`config.mk`:
```
export PLATFORM = sky130hd
export DESIGN_NAME = csr_file
export DESIGN_NICKNAME = d
export VERILOG_FILES = /design/src/rtl/csr_file.sv
export SDC_FILE = /design/constraint.sdc
export NUM_CORES = 1
export LEC_CHECK = 0
export ABC_CLOCK_PERIOD_IN_PS = 13200
export CORE_MARGIN = 10
export CORE_UTILIZATION = 35
export CTS_BUF_LIST = sky130_fd_sc_hd__clkbuf_4
export CTS_CLUSTER_SIZE = 14
export DETAILED_ROUTE_END_ITERATION = 12
export GPL_TIMING_DRIVEN = 0
export MAX_ROUTING_LAYER = met4
export PLACE_DENSITY = 0.49
export SKIP_LAST_GASP = 1
export SYNTH_ARGS = -nofsm -noshare
export SYNTH_HDL_FRONTEND = slang
export SYNTH_SLANG_ARGS = --single-unit
```
`constraint.sdc`:
```
create_clock -name clk -period 13.2 [get_ports clk]
set_input_delay 1.32 -clock clk [delete_from_list [all_inputs] [get_ports clk]]
set_output_delay 1.32 -clock clk [all_outputs]
set_load 0.1 [all_outputs]
```
`src/rtl/csr_file.sv`:
```
// Machine-mode CSR file: debug CSR, scratch bank, 64-bit cycle/instret counters
// with read-only shadows. Requests are sampled on a rising edge; results are registered.
module csr_file #(
  parameter int          XLEN         = 32,
  parameter int          NUM_SCRATCH  = 4,
  parameter logic [11:0] SCRATCH_BASE = 12'h340,
  parameter bit          HAS_COUNTERS = 1'b1
) (
  input  logic            clk,
  input  logic            rst,
  input  logic            csr_en,
  input  logic [2:0]      csr_op,
  input  logic [4:0]      csr_uimm,
  input  logic            csr_src_zero,
  input  logic [11:0]     csr_addr,
  input  logic [XLEN-1:0] csr_data_in,
  input  logic            instr_retire,
  output logic [XLEN-1:0] csr_data_out,
  output logic            csr_valid,
  output logic            csr_illegal
);

  logic [XLEN-1:0]                  dbg_q, dbg_d;
  logic [NUM_SCRATCH-1:0][XLEN-1:0] scr_q, scr_d;
  logic [63:0]                      cyc_q, cyc_d, ins_q, ins_d;
  logic [XLEN-1:0]                  data_q, data_d;
  logic                             valid_q, illegal_q;

  logic [11:0]     sidx;
  logic            sel_dbg, sel_scr, sel_cyc_lo, sel_cyc_hi, sel_ins_lo, sel_ins_hi;
  logic            mapped, do_wr, illegal, commit;
  logic [XLEN-1:0] src, rdata, wdata;

  always_comb begin
    sidx       = csr_addr - SCRATCH_BASE;
    sel_dbg    = (csr_addr == 12'h309);
    sel_scr    = !sel_dbg && (sidx < 12'(NUM_SCRATCH));
    sel_cyc_lo = HAS_COUNTERS && (csr_addr == 12'hB00);
    sel_cyc_hi = HAS_COUNTERS && (csr_addr == 12'hB80);
    sel_ins_lo = HAS_COUNTERS && (csr_addr == 12'hB02);
    sel_ins_hi = HAS_COUNTERS && (csr_addr == 12'hB82);
    rdata      = '0;
    mapped     = 1'b1;
    if (sel_dbg) rdata = dbg_q;
    else if (sel_scr) begin
      for (int i = 0; i < NUM_SCRATCH; i++)
        if (sidx == 12'(i)) rdata = scr_q[i];
    end
    else if (sel_cyc_lo) rdata = cyc_q[31:0];
    else if (sel_cyc_hi) rdata = cyc_q[63:32];
    else if (sel_ins_lo) rdata = ins_q[31:0];
    else if (sel_ins_hi) rdata = ins_q[63:32];
    // User shadows alias the machine counters; writes fall out as illegal below.
    else if (HAS_COUNTERS && csr_addr == 12'hC00) rdata = cyc_q[31:0];
    else if (HAS_COUNTERS && csr_addr == 12'hC80) rdata = cyc_q[63:32];
    else if (HAS_COUNTERS && csr_addr == 12'hC02) rdata = ins_q[31:0];
    else if (HAS_COUNTERS && csr_addr == 12'hC82) rdata = ins_q[63:32];
    else mapped = 1'b0;

    src = csr_op[2] ? {{(XLEN-5){1'b0}}, csr_uimm} : csr_data_in;
    case (csr_op[1:0])
      2'b01:   wdata = src;
      2'b10:   wdata = rdata | src;
      2'b11:   wdata = rdata & ~src;
      default: wdata = rdata;
    endcase
    do_wr   = csr_en && ((csr_op[1:0] == 2'b01) || (csr_op[1] && !csr_src_zero));
    illegal = csr_en && (!mapped || (do_wr && csr_addr[11:10] == 2'b11));
    commit  = do_wr && !illegal;
  end

  always_comb begin
    dbg_d = dbg_q;
    scr_d = scr_q;
    if (commit && sel_dbg) dbg_d = wdata;
    if (commit && sel_scr) begin
      for (int i = 0; i < NUM_SCRATCH; i++)
        if (sidx == 12'(i)) scr_d[i] = wdata;
    end
    // A written half overrides; the other half keeps its normal increment,
    // so a carry into a written high half is lost.
    cyc_d = cyc_q + 64'd1;
    ins_d = ins_q + {63'd0, instr_retire};
    if (commit && sel_cyc_lo) cyc_d[31:0]  = wdata;
    if (commit && sel_cyc_hi) cyc_d[63:32] = wdata;
    if (commit && sel_ins_lo) ins_d[31:0]  = wdata;
    if (commit && sel_ins_hi) ins_d[63:32] = wdata;
    if (!HAS_COUNTERS) begin
      cyc_d = '0;
      ins_d = '0;
    end
    data_d = data_q;
    if (csr_en) data_d = illegal ? '0 : rdata;
  end

  always_ff @(posedge clk or posedge rst) begin
    if (rst) begin
      dbg_q     <= '0;
      scr_q     <= '0;
      cyc_q     <= '0;
      ins_q     <= '0;
      data_q    <= '0;
      valid_q   <= 1'b0;
      illegal_q <= 1'b0;
    end else begin
      dbg_q     <= dbg_d;
      scr_q     <= scr_d;
      cyc_q     <= cyc_d;
      ins_q     <= ins_d;
      data_q    <= data_d;
      valid_q   <= csr_en;
      illegal_q <= illegal;
    end
  end

  assign csr_data_out = data_q;
  assign csr_valid    = valid_q;
  assign csr_illegal  = illegal_q;

endmodule
```
==> results.toml <==
[global_routing]
grt_max_degree = 124
grt_overflow = 0
track_usage_pct = 23.5
antenna_found_initial = 3
grt_pass1_vias = 16304
grt_pass1_wl_mm = 105

[placement]
portBuffers = 87
detailed_place_hpwl_mm = 52.7
gp_congestion = 0.961
place_inst = 2704

[floorplanning]
die_w_um = 248
die_y_um = 248
num_rows = 83
coreArea_um2 = 51300
initial_core_util_pct = 35.3
die_area_um2 = 61300
ios = 91

[route]
initialDrtViolationCount = 1277
vias = 16104
via_per_inst = 5.62
wl_mm = 69.7
antenna_left = 0
drt_pass1_iterations = 7
routedWlPerCell_um = 24.3
route.detailed.drc = 0

[final_layout]
drive_above_1_share_pct = 12.6
nNetsFinal = 2178
final_cell_count_no_fill = 2868
syn2layout_area_growth_pct = 16.4

[logic_synthesis]
synth_top_area_share_pct = 44.4
ys_types = 67
syn_area_um2 = 18100
ys_ff_latch = 322
async_flop_share_pct = 100
synth_ff_type = "dfrtp_1"
yosysTopAreaCell = "dfrtp_1"
synth_fp_nets = 1995
ys_seq_area_share_pct = 44.4
yosysWarnings = 0
syn_inst = 1935
synthTopCellsByCount = "dfrtp_1, nand2_1, o21ai_0, nor2_1, a21oi_1"
avgSynthCellArea_um2 = 9.37
synth-edff-count = 0
synth.most_common_cell = "dfrtp_1"
synth_area_leaders = "dfrtp_1, mux4_2, nand2_1, xnor2_1, o21ai_0"

[pwr]
total_power_uw = 2240
peakVddDrop_mv = 0.0675
p_per_area_nw_per_um2 = 106
p_leak_uw = 0.00886

[outcome]
status = "finished with violations"
violations = "capacitance limit"

[clock_tree]
holdBufCountCts = 0
clk_pin_slew_ns = 0.07
htreeDepth = 3
postCtsSetupRepairBufs = 0
clockBufferDepth = 3
cts_inserted_buffers = 92
clk_latency_ns = 0.89
cts_root_buf = "clkbuf_4"
ctsResizeCount = 0
cts_tree = "built"
numClockSinks = 322

[min_path]
min_path_type = "register to register"

[timing]
setup-violations-final = 0
post-route-period-util_pct = 37.2
hold_viol = 0
min_period_ns = 4.91
tightest_slew_ns = 1.49
max_freq_mhz = 204
clock_skew_ns = 0.0648
slew_violations = 0
rsz0062_at_grt = "false"
slew_headroom_pct = 0.797

[critical_path]
start_kind = "primary input"
cp_max_fo = 10
arrival_ns = 5.59
end_kind = "register"
cp.required_ns = 13.88
crit_type = "primary input to register"

[flow_run]
maxCapViolCount = 1
==> flip-flops by register name, indices dropped and copies added, names as in the netlist <==
| register | flops |
|---|---|
| cyc_q | 64 |
| dbg_q | 32 |
| csr_valid | 1 |
| ins_q | 64 |
| scr_q | 128 |
| csr_illegal | 1 |
| csr_data_out | 32 |
==> critical path, stage by stage <==
cell	delay, ns
clkdlybuf4s50_1	0.58
buf_4	0.27
buf_4	0.26
buf_2	0.45
buf_1	0.86
a31oi_1	0.20
a21boi_0	0.34
a21oi_1	0.13
o22ai_1	0.94
o21ai_0	0.22
==> power breakdown <==
group / switching, uW / total, uW / internal, uW / leakage, uW
logic: 148 / 232 / 84.2 / 0.00381
registers: 28.5 / 1040 / 1010 / 0.00436
clock network: 474 / 972 / 497 / 0.000692
==> worst paths after layout <==
check	startpoint	to	slack, ns	cells past startpoint
min reg2reg	scr_q[38]$_DFFE_PP0P_	scr_q[38]$_DFFE_PP0P_	0.48	2
max reg2reg	ins_q[33]$_DFF_PP0_	cyc_q[1]$_DFF_PP0_	10.06	6
min	scr_q[38]$_DFFE_PP0P_	scr_q[38]$_DFFE_PP0P_	0.48	2
max	csr_addr[1]	scr_q[123]$_DFFE_PP0P_	8.29	10
max in group asynchronous	rst	scr_q[79]$_DFFE_PP0P_	10.57	4
min in group asynchronous	rst	cyc_q[23]$_DFF_PP0_	1.02	2
==> placed cells by master (no fill, tap or decap), drive strengths merged, types with 9 or more instances in the layout <==
cell type / n
o2111ai: 16
and3: 29
clkinv: 21
clkdlybuf4s50: 87
mux2i: 61
dfrtp: 322
o21ai: 211
nor2b: 59
inv: 47
and4: 15
buf: 62
a31oi: 10
a211oi: 12
xnor2: 94
a21boi: 9
o22ai: 43
nor2: 117
mux4: 48
nand3: 95
nand2: 271
a32oi: 19
and2: 31
nand2b: 13
nand4: 30
xor2: 53
nor3: 23
a21oi: 101
clkbuf: 206
nor4: 10
==> logic make-up (layout without fill, tap and decap cells) <==
group,after synthesis,after routing,share of synthesized area [%]
AO/OA/AOI/OAI,449,449,14.5
XOR/XNOR,147,147,7.10
adder cells (fa/ha/maj),3,3,0.207
buffers and inverters,178,425,4.15
flip-flops,322,322,44.4
multiplexers,113,113,9.58
other,0,6,0
AND/OR/NAND/NOR,723,723,20.0
==> metrics by stage <==
step	setup WS [ns]	util, %	area (um^2)	TNS [ns]	hold slack, ns
final	8.29	41.1	21100	0	0.479
after CTS	8.40	41.1	21100	0	0.484
after detailed placement	7.50	38.8	19900	0	0.469
after global routing	8.21	41.1	21100	0	0.503
after floorplan	2.97	-	18100	0	0.445
after global placement	-1.86	38.7	19900	-574.31	0.457
==> layer usage <==
| layer | vias up | share of wire [%] | GRT usage (%) |
|---|---|---|---|
| li1 | 7289 | - | - |
| met1 | 8130 | 44 | 30.5 |
| met2 | 546 | 47 | 36.7 |
| met3 | 139 | 5.8 | 4.11 |
| met4 | 0 | 2.9 | 7.26 |
| met5 | - | 0 | - |
==> area by class of cell <==
cell class                 count  area [um^2]
fill                        5267        30200
multi-input combinational   1435         9320
sequential                   322         8060
clock buffer                 131          983
timing repair buffer          89          926
tap                          680          851
buffer                       135          591
clock inverter                27          183
inverter                      43          169
antenna                        6         15.0
Note: power is estimated with default switching activity, not from simulation.
